[src/rtl/eth_tx_arbiter.sv]
// eth_tx_arbiter: frame-level N-channel transmit arbiter in front of one MAC TX
// byte interface. A granted channel owns the MAC until its valid drops, then an
// IFG_CYCLES idle gap is forced before the next arbitration.
// Optional per-channel completed-frame counters: define ETH_TX_ARBITER_STATS_EN.
module eth_tx_arbiter #(
  parameter int unsigned NUM_CH     = 2,
  parameter int unsigned ARB_MODE   = 0,
  parameter int unsigned IFG_CYCLES = 12,
  parameter int unsigned CNT_W      = 16
) (
  input  logic                    clk,
  input  logic                    rst_n,
  input  logic [NUM_CH*8-1:0]     ch_data_i,
  input  logic [NUM_CH-1:0]       ch_valid_i,
  output logic [NUM_CH-1:0]       ch_ack_o,
  output logic [7:0]              mac_data_o,
  output logic                    mac_valid_o,
  input  logic                    mac_ack_i,
  output logic [NUM_CH-1:0]       grant_o,
  output logic                    busy_o
`ifdef ETH_TX_ARBITER_STATS_EN
  ,
  output logic [NUM_CH*CNT_W-1:0] frame_cnt_o
`endif
);

  localparam int unsigned IDX_W = $clog2(NUM_CH);

  localparam logic [1:0] ST_IDLE = 2'd0;
  localparam logic [1:0] ST_SEND = 2'd1;
  localparam logic [1:0] ST_GAP  = 2'd2;

  localparam logic [7:0] GAP_LOAD = (IFG_CYCLES == 0) ? 8'd0 : 8'(IFG_CYCLES - 1);

  logic [1:0]       state;
  logic [IDX_W-1:0] grant_idx;
  logic [IDX_W-1:0] rr_ptr;
  logic [IDX_W-1:0] rr_next;
  logic [IDX_W-1:0] winner;
  logic [7:0]       gap_cnt;
  logic             any_req;
  logic             owner_valid;
  logic [7:0]       owner_data;
  logic             frame_end;

  assign any_req     = |ch_valid_i;
  assign owner_valid = ch_valid_i[grant_idx];
  assign owner_data  = ch_data_i[{grant_idx, 3'b000} +: 8];
  assign frame_end   = (state == ST_SEND) && !owner_valid;
  assign rr_next     = (grant_idx == IDX_W'(NUM_CH - 1)) ? '0 : grant_idx + 1'b1;
  assign busy_o      = (state != ST_IDLE);

  // Winner search: scan starts at channel 0 (fixed) or at rr_ptr (round-robin)
  always_comb begin
    int unsigned idx;
    logic        found;
    idx    = 0;
    found  = 1'b0;
    winner = '0;
    for (int unsigned off = 0; off < NUM_CH; off++) begin
      idx = (ARB_MODE == 1) ? ((int'(rr_ptr) + off) % NUM_CH) : off;
      if (!found && ch_valid_i[idx]) begin
        found  = 1'b1;
        winner = IDX_W'(idx);
      end
    end
  end

  // MAC and channel-side outputs: transparent path from the owner during SEND
  always_comb begin
    mac_valid_o = 1'b0;
    mac_data_o  = '0;
    ch_ack_o    = '0;
    grant_o     = '0;
    if (state == ST_SEND) begin
      grant_o[grant_idx]  = 1'b1;
      mac_valid_o         = owner_valid;
      ch_ack_o[grant_idx] = mac_ack_i;
      if (owner_valid) begin
        mac_data_o = owner_data;
      end
    end
  end

  // Frame-level FSM: arbitrate in IDLE, hold owner through SEND, count down GAP
  always_ff @(posedge clk or negedge rst_n) begin
    if (!rst_n) begin
      state     <= ST_IDLE;
      grant_idx <= '0;
      rr_ptr    <= '0;
      gap_cnt   <= '0;
    end else begin
      case (state)
        ST_IDLE: begin
          if (any_req) begin
            grant_idx <= winner;
            state     <= ST_SEND;
          end
        end
        ST_SEND: begin
          if (!owner_valid) begin
            grant_idx <= '0;
            if (ARB_MODE == 1) begin
              rr_ptr <= rr_next;
            end
            if (IFG_CYCLES > 0) begin
              state   <= ST_GAP;
              gap_cnt <= GAP_LOAD;
            end else begin
              state <= ST_IDLE;
            end
          end
        end
        ST_GAP: begin
          if (gap_cnt == 8'd0) begin
            state <= ST_IDLE;
          end else begin
            gap_cnt <= gap_cnt - 8'd1;
          end
        end
        default: state <= ST_IDLE;
      endcase
    end
  end

`ifdef ETH_TX_ARBITER_STATS_EN
  logic [NUM_CH-1:0][CNT_W-1:0] frame_cnt;

  assign frame_cnt_o = frame_cnt;

  // Completed-frame counters, bumped for the owner on its end-of-frame cycle
  always_ff @(posedge clk or negedge rst_n) begin
    if (!rst_n) begin
      frame_cnt <= '0;
    end else if (frame_end) begin
      frame_cnt[grant_idx] <= frame_cnt[grant_idx] + 1'b1;
    end
  end
`else
  logic unused_frame_end;
  assign unused_frame_end = frame_end;
`endif

endmodule

[config.mk]
export PLATFORM = sky130hd
export DESIGN_NAME = eth_tx_arbiter
export DESIGN_NICKNAME = d
export VERILOG_FILES = /design/src/rtl/eth_tx_arbiter.sv
export SDC_FILE = /design/constraint.sdc
export NUM_CORES = 1
export LEC_CHECK = 0
export CAP_MARGIN = 5
export CORE_UTILIZATION = 39
export CTS_CLUSTER_SIZE = 28
export DETAILED_ROUTE_END_ITERATION = 10
export PLACE_DENSITY = 0.77
export SLEW_MARGIN = 10
export SYNTH_ARGS = -nofsm -noshare
export SYNTH_HDL_FRONTEND = slang
export SYNTH_SLANG_ARGS = --single-unit
[constraint.sdc]
create_clock -name clk -period 2.1 [get_ports clk]
set_clock_uncertainty 0.15 [all_clocks]
set_input_delay 0.21 -clock clk [delete_from_list [all_inputs] [get_ports clk]]
set_output_delay 0.21 -clock clk [all_outputs]
set_load 0.03 [all_outputs]
==> flow_metrics.tcl, run 1 <==
set metrics [dict create \
    outcome "finished clean" \
    place_congestion 0.734 \
    arrival_ps 1650 \
    synthDistinctLibCells 28 \
    vdd_ir_drop_max_mv 0.687 \
    overflow 0 \
    relSlewSlack_pct 64.4 \
    hold_ws_ps 115 \
    hold_violations 0 \
    chipWidth_um 45.2 \
    clock_sinks 11 \
    synth-main-ff-cell "dfrtp_1" \
    ant_nets 0 \
    ys_async_sr_fraction_pct 100 \
    slew_viol_final 0 \
    ys_seq_area_share_pct 37.7 \
    worstMarginPinSlew_ps 533 \
    io_buffers 34 \
    root_buffer "clkbuf_4" \
    fin_setup_tns_ps 0 \
    yosysWarnings 0 \
    start_kind "flip-flop" \
    row_count 15 \
    ys_top_cells_by_area "dfrtp_1 38%, mux2i_1 16%, nor2_1 6.7%" \
    grt_setup_unrepaired "no" \
    cp_data_required_time_ps 1740 \
    cts_hold_buf 0 \
    drive_above_1_share_pct 20.3 \
    syn_area_um2 729 \
    drc_errors 0 \
    coreArea_mm2 0.00175 \
    grt_use_total_pct 19.9 \
    synthCells 81 \
    h-tree-depth 1 \
    synth_top_cell_by_area "dfrtp_1" \
    die_area_mm2 0.00205 \
    avgSynthCellArea_um2 9.01 \
    synth-edff-count 0 \
    cts_tree "yes" \
    cts_buffers 3 \
    drtPass1Iterations 4 \
    worstSetupPathType "reg -> out" \
    num_vias 716 \
    start_util_pct 41.8 \
    crit_fanout 7 \
    drt_wl_total_mm 1.90 \
    path_clk_slew_ps 70 \
    setup_ws_ps 94.4 \
    antenna_found_initial 0 \
    period_needed_ps 2010 \
    cellLeakagePower_nw 0.564 \
    drt-initial-drc-count 15 \
    synthToLayoutAreaGrowth_pct 56.3 \
    max_freq_mhz 499 \
    clk_latency_ps 270 \
    synth_nets 104 \
    antenna_cells 0 \
    hold_class "in -> async" \
    grt_pass1_wl_mm 2.86 \
    die_h_um 45.2 \
    clk_path_buf_depth 2 \
    grt_pass1_vias 656 \
    period_share_pct 95.5 \
    yosysTopAreaCellShare_pct 37.7 \
    io_pins 35 \
    hpwl_mm 1.58 \
    post_drt_wl_per_cell_um 12.8 \
    place_ws_ps 94.0 \
    r2r_cells 6 \
    synth.ff_latch_count 11 \
    critPathCaptureType "primary output" \
    cap_violations 0 \
    final_net_count 147 \
    finalSetupViolCount 0 \
    viasPerCell 4.84 \
    grt_max_degree 13 \
    cellPowerDensity_mw_per_mm2 1130 \
]
==> layer usage <==
metal | GRT usage (%) | up-vias | part of all wire [%]
met1 | 26.5 | 338 | 44
met2 | 31.3 | 7 | 52
li1 | - | 369 | -
met5 | 0 | - | 0
met3 | 6.00 | 2 | 2.3
met4 | 5.45 | 0 | 0.69
==> worst max-delay path: stages (launching register included) <==
cell and delay [ps]:
dfrtp_1 440, or2_2 330, clkdlybuf4s50_1 600
==> stage by stage <==
step | utilization (%) | power, mW | instances | instance area [µm²]
finish | 65.3 | 1.29 | 148 | 1140
global route | 65.3 | 1.39 | 148 | 1140
CTS | 64.9 | 1.29 | 147 | 1130
detailed placement | 63.7 | 1.17 | 143 | 1110
global placement | 63.7 | 1.14 | 143 | 1110
floorplan | - | 0.867 | 81 | 729
==> layout make-up <==
cell class              instances  area [µm²]
repair buffers                 40         359
flip-flops and latches         11         275
well taps                      25        31.3
clock inverters                 1        5.00
fillers                       157         606
clock buffers                   3        22.5
multi-input cells              63         428
inverters                       5        18.8
==> cells in the mapped netlist, drive strengths merged (2+ instances only) <==
cell and n:
ha 2, and3 2, inv 5, mux2i 12, nand3 2, dfrtp 11, a211oi 2, or2 3
nand2 7, nor3 3, nor4 2, a21oi 4, nor2 13
==> report_power, final <==
| group | switching [mW] | internal, mW |
|---|---|---|
| Combinational | 0.452 | 0.338 |
| Sequential | 0.0792 | 0.280 |
| Clock | 0.0715 | 0.0705 |
==> sequential cells by signal, indices dropped and copies added (netlist names) <==
register	flops
gap_cnt	8
state	2
grant_idx	1
==> final timing paths <==
path / start / to / slack, ps
min in group clk: gap_cnt[5] / gap_cnt[5] / 340
setup / recovery: state[0] / busy_o / 90
hold reg to reg: gap_cnt[5] / gap_cnt[5] / 340
max in group asynchronous: rst_n / grant_idx / 1360
setup reg to reg: gap_cnt[0] / gap_cnt[5] / 150
hold / removal: rst_n / gap_cnt[2] / 120
==> layout by cell type, fill, tap and decap left out <==
cell,synthesis,final
clkdlybuf4s50_1,0,21
buf_4,0,14
nor2_1,13,13
mux2i_1,12,12
dfrtp_1,11,11
nand2_1,7,7
inv_1,5,5
dlygate4sd2_1,0,5
a21oi_1,4,4
or2_2,3,3
nor3_1,3,3
clkbuf_4,0,3
and3_1,2,2
nand3_1,2,2
ha_1,2,2
or2b_1,1,1
nor2b_1,1,1
mux2_2,1,1
o32ai_1,1,1
or4b_4,1,1
nor4_1,1,1
or3b_1,1,1
nor4_2,1,1
a31o_1,1,1
nor3b_1,1,1
a211oi_2,1,1
nand4_1,1,1
o21ai_0,1,1
a211oi_1,1,1
xnor2_1,1,1
clkinv_2,0,1
==> cell families (layout without fill, tap and decap cells) <==
kind of cell | Yosys count | after routing | share of synthesized area (%)
buffers and inverters | 7 | 49 | 3.60
AND/OR/NAND/NOR | 38 | 38 | 27.4
multiplexers | 13 | 13 | 18.0
flip-flops | 11 | 11 | 37.7
XOR/XNOR | 1 | 1 | 1.20
adder cells (fa/ha/maj) | 2 | 2 | 3.43
AO/OA/AOI/OAI | 9 | 9 | 8.58
==> what timing repair did <==
action / 4_1_cts / 5_1_grt
pin swaps: 0 / 1
endpoints found under the hold margin: 0 / 0
setup buffers: 0 / 1
setup endpoints to repair: 5 / 3
resized for setup: 5 / 0
(Power assumes the default switching activity.)
==> run 2, diff against run 1 <==
--- a/config.mk
+++ b/config.mk
@@ -7,6 +7,7 @@
 export LEC_CHECK = 0
 export CAP_MARGIN = 5
 export CORE_UTILIZATION = 39
+export CTS_BUF_LIST = sky130_fd_sc_hd__clkbuf_16
 export CTS_CLUSTER_SIZE = 28
 export DETAILED_ROUTE_END_ITERATION = 10
 export PLACE_DENSITY = 0.77
==> run 2 against run 1 <==
  * Cell area rose by 4.6%
  * Sequential share of layout area fell by 1.1 points
  * Register-to-register slack barely moved
  * Largest power group unchanged
  * Largest cell class unchanged
  * Non-clock buffer count did not move
  * Via count rose by 1.7%
  * Wire length rose by 2.7%
  * Critical path depth rose by 4
  * Worst hold slack improved by 43 ps
==> flow_metrics.tcl, run 2 (synthesized netlist as in run 1, its figures left out) <==
set metrics [dict create \
    outcome "finished clean" \
    hold_class "in -> async" \
    overflow 0 \
    seq_area_um2 275 \
    start_kind "flip-flop" \
    arrival_ps 1930 \
    cellPowerDensity_mw_per_mm2 1250 \
    switchingPower_mw 0.623 \
    io_pins 35 \
    grt_setup_unrepaired "no" \
    row_count 15 \
    drt_wl_total_mm 1.95 \
    chipWidth_um 45.2 \
    antenna_cells 0 \
    drive_above_1_share_pct 20.3 \
    reg_top3 "gap_cnt x8, state x2, grant_idx x1" \
    placed_area_mm2 0.00111 \
    largest_reg_flops 8 \
    cp_data_required_time_ps 2070 \
    final_common_cell "clkdlybuf4s50_1" \
    clk_latency_ps 240 \
    max_freq_mhz 510 \
    crit_fanout 8 \
    cellLeakagePower_nw 0.587 \
    crit_chain "inv_1, ha_1, nor3b_1, a211oi_2, nand4_1, mux2i_1" \
    worstMarginPinSlew_ps 538 \
    multi_input_area_um2 428 \
    num_vias 728 \
    cts_hold_buf 0 \
    coreArea_mm2 0.00175 \
    h-tree-depth 1 \
    synthToLayoutAreaGrowth_pct 63.5 \
    regMostFlops "gap_cnt" \
    hold_ws_ps 159 \
    drc_errors 0 \
    final_cell_mix "21 x clkdlybuf4s50_1, 14 x buf_4, 13 x nor2_1, 12 x mux2i_1, 11 x dfrtp_1" \
    clock_sinks 11 \
    die_area_mm2 0.00205 \
    antenna_found_initial 0 \
    grt_use_total_pct 20.8 \
    power.internal_mw 0.871 \
    place_congestion 0.734 \
    root_buffer "clkbuf_16" \
    finalSetupViolCount 0 \
    grt_pass1_wl_mm 2.96 \
    grt_max_degree 13 \
    seqPwrFrac_pct 24.2 \
    p_total_mw 1.49 \
    hpwl_mm 1.58 \
    ant_nets 0 \
    post_drt_wl_per_cell_um 13.2 \
    die_h_um 45.2 \
    postLayoutCellArea_mm2 0.00119 \
    grt_pass1_vias 677 \
    cts_buffers 3 \
    slowest_stage "a211oi_2" \
    clk_path_buf_depth 2 \
    viasPerCell 4.92 \
    vdd_ir_drop_max_mv 0.874 \
    cts_tree "yes" \
    io_buffers 34 \
    final_net_count 147 \
    r2r_slack_ps 140 \
    relSlewSlack_pct 64.1 \
    pwr-share-clk_pct 22.9 \
    switching_share_pct 41.7 \
    drt-initial-drc-count 12 \
    cap_violations 0 \
    period_share_pct 93.4 \
    path_clk_slew_ps 40 \
    drtPass1Iterations 3 \
    final_util_pct 68.3 \
    worstSetupPathType "reg -> reg" \
    fillers 148 \
    cpPeakStageDelay_ps 480 \
    critPathCaptureType "flip-flop" \
    hold_violations 0 \
    fin_setup_tns_ps 0 \
    p_comb_share_pct 52.9 \
    period_needed_ps 1960 \
    start_util_pct 41.8 \
    slew_viol_final 0 \
]
run 2: what timing repair did:
| item | CTS | global route |
|---|---|---|
| gates resized for setup | 5 | 0 |
| setup endpoints to repair | 5 | 3 |
| pin swaps | 0 | 1 |
| endpoints found under the hold margin | 0 | 0 |
| setup buffers | 0 | 1 |
run 2: power by group through the flow:
stage               sequential [mW]  clock, mW  combinational, mW
finish                        0.361      0.342              0.791
global route                  0.374      0.372              0.847
CTS                           0.360      0.352              0.783
detailed placement            0.361          0              0.806
global placement              0.359          0              0.783
floorplan                     0.346          0              0.521
run 2: metrics by stage:
step	setup slack, ps	std cells
floorplan	288	81
global placement	121	143
detailed placement	94.0	143
CTS	96.6	147
global route	2.46	148
finish	138	148
run 2: critical path: cells and delay by family (launching register included):
family          cells  cell delay [ps]
compound gates      1              480
flops               1              380
simple gates        2              360
fa+ha+maj           1              230
mux                 1              150
buf+inv             1               90
run 2: per-layer routing:
metal	share of wire [%]	track usage (%)	wire length (µm)
met5	0	0	0
met4	0.67	5.45	13
met3	2.4	7.20	46
met2	53	33.3	1040
met1	44	26.6	848
run 2: worst paths after layout:
path,start,end,depth (start not counted)
min in group clk,gap_cnt[5],gap_cnt[5],1
max in group asynchronous,rst_n,gap_cnt[0],1
max reg2reg,gap_cnt[0],gap_cnt[5],6
max,gap_cnt[0],gap_cnt[5],6
min,rst_n,gap_cnt[3],1
min reg2reg,gap_cnt[5],gap_cnt[5],1
run 2: cell type report:
class	count	area share, %
Sequential cell	11	23.1
Clock buffer	3	6.30
Tap cell	25	2.62
Timing Repair Buffer	40	30.1
Multi-Input combinational cell	63	35.9
Inverter	5	1.57
Clock inverter	1	0.420
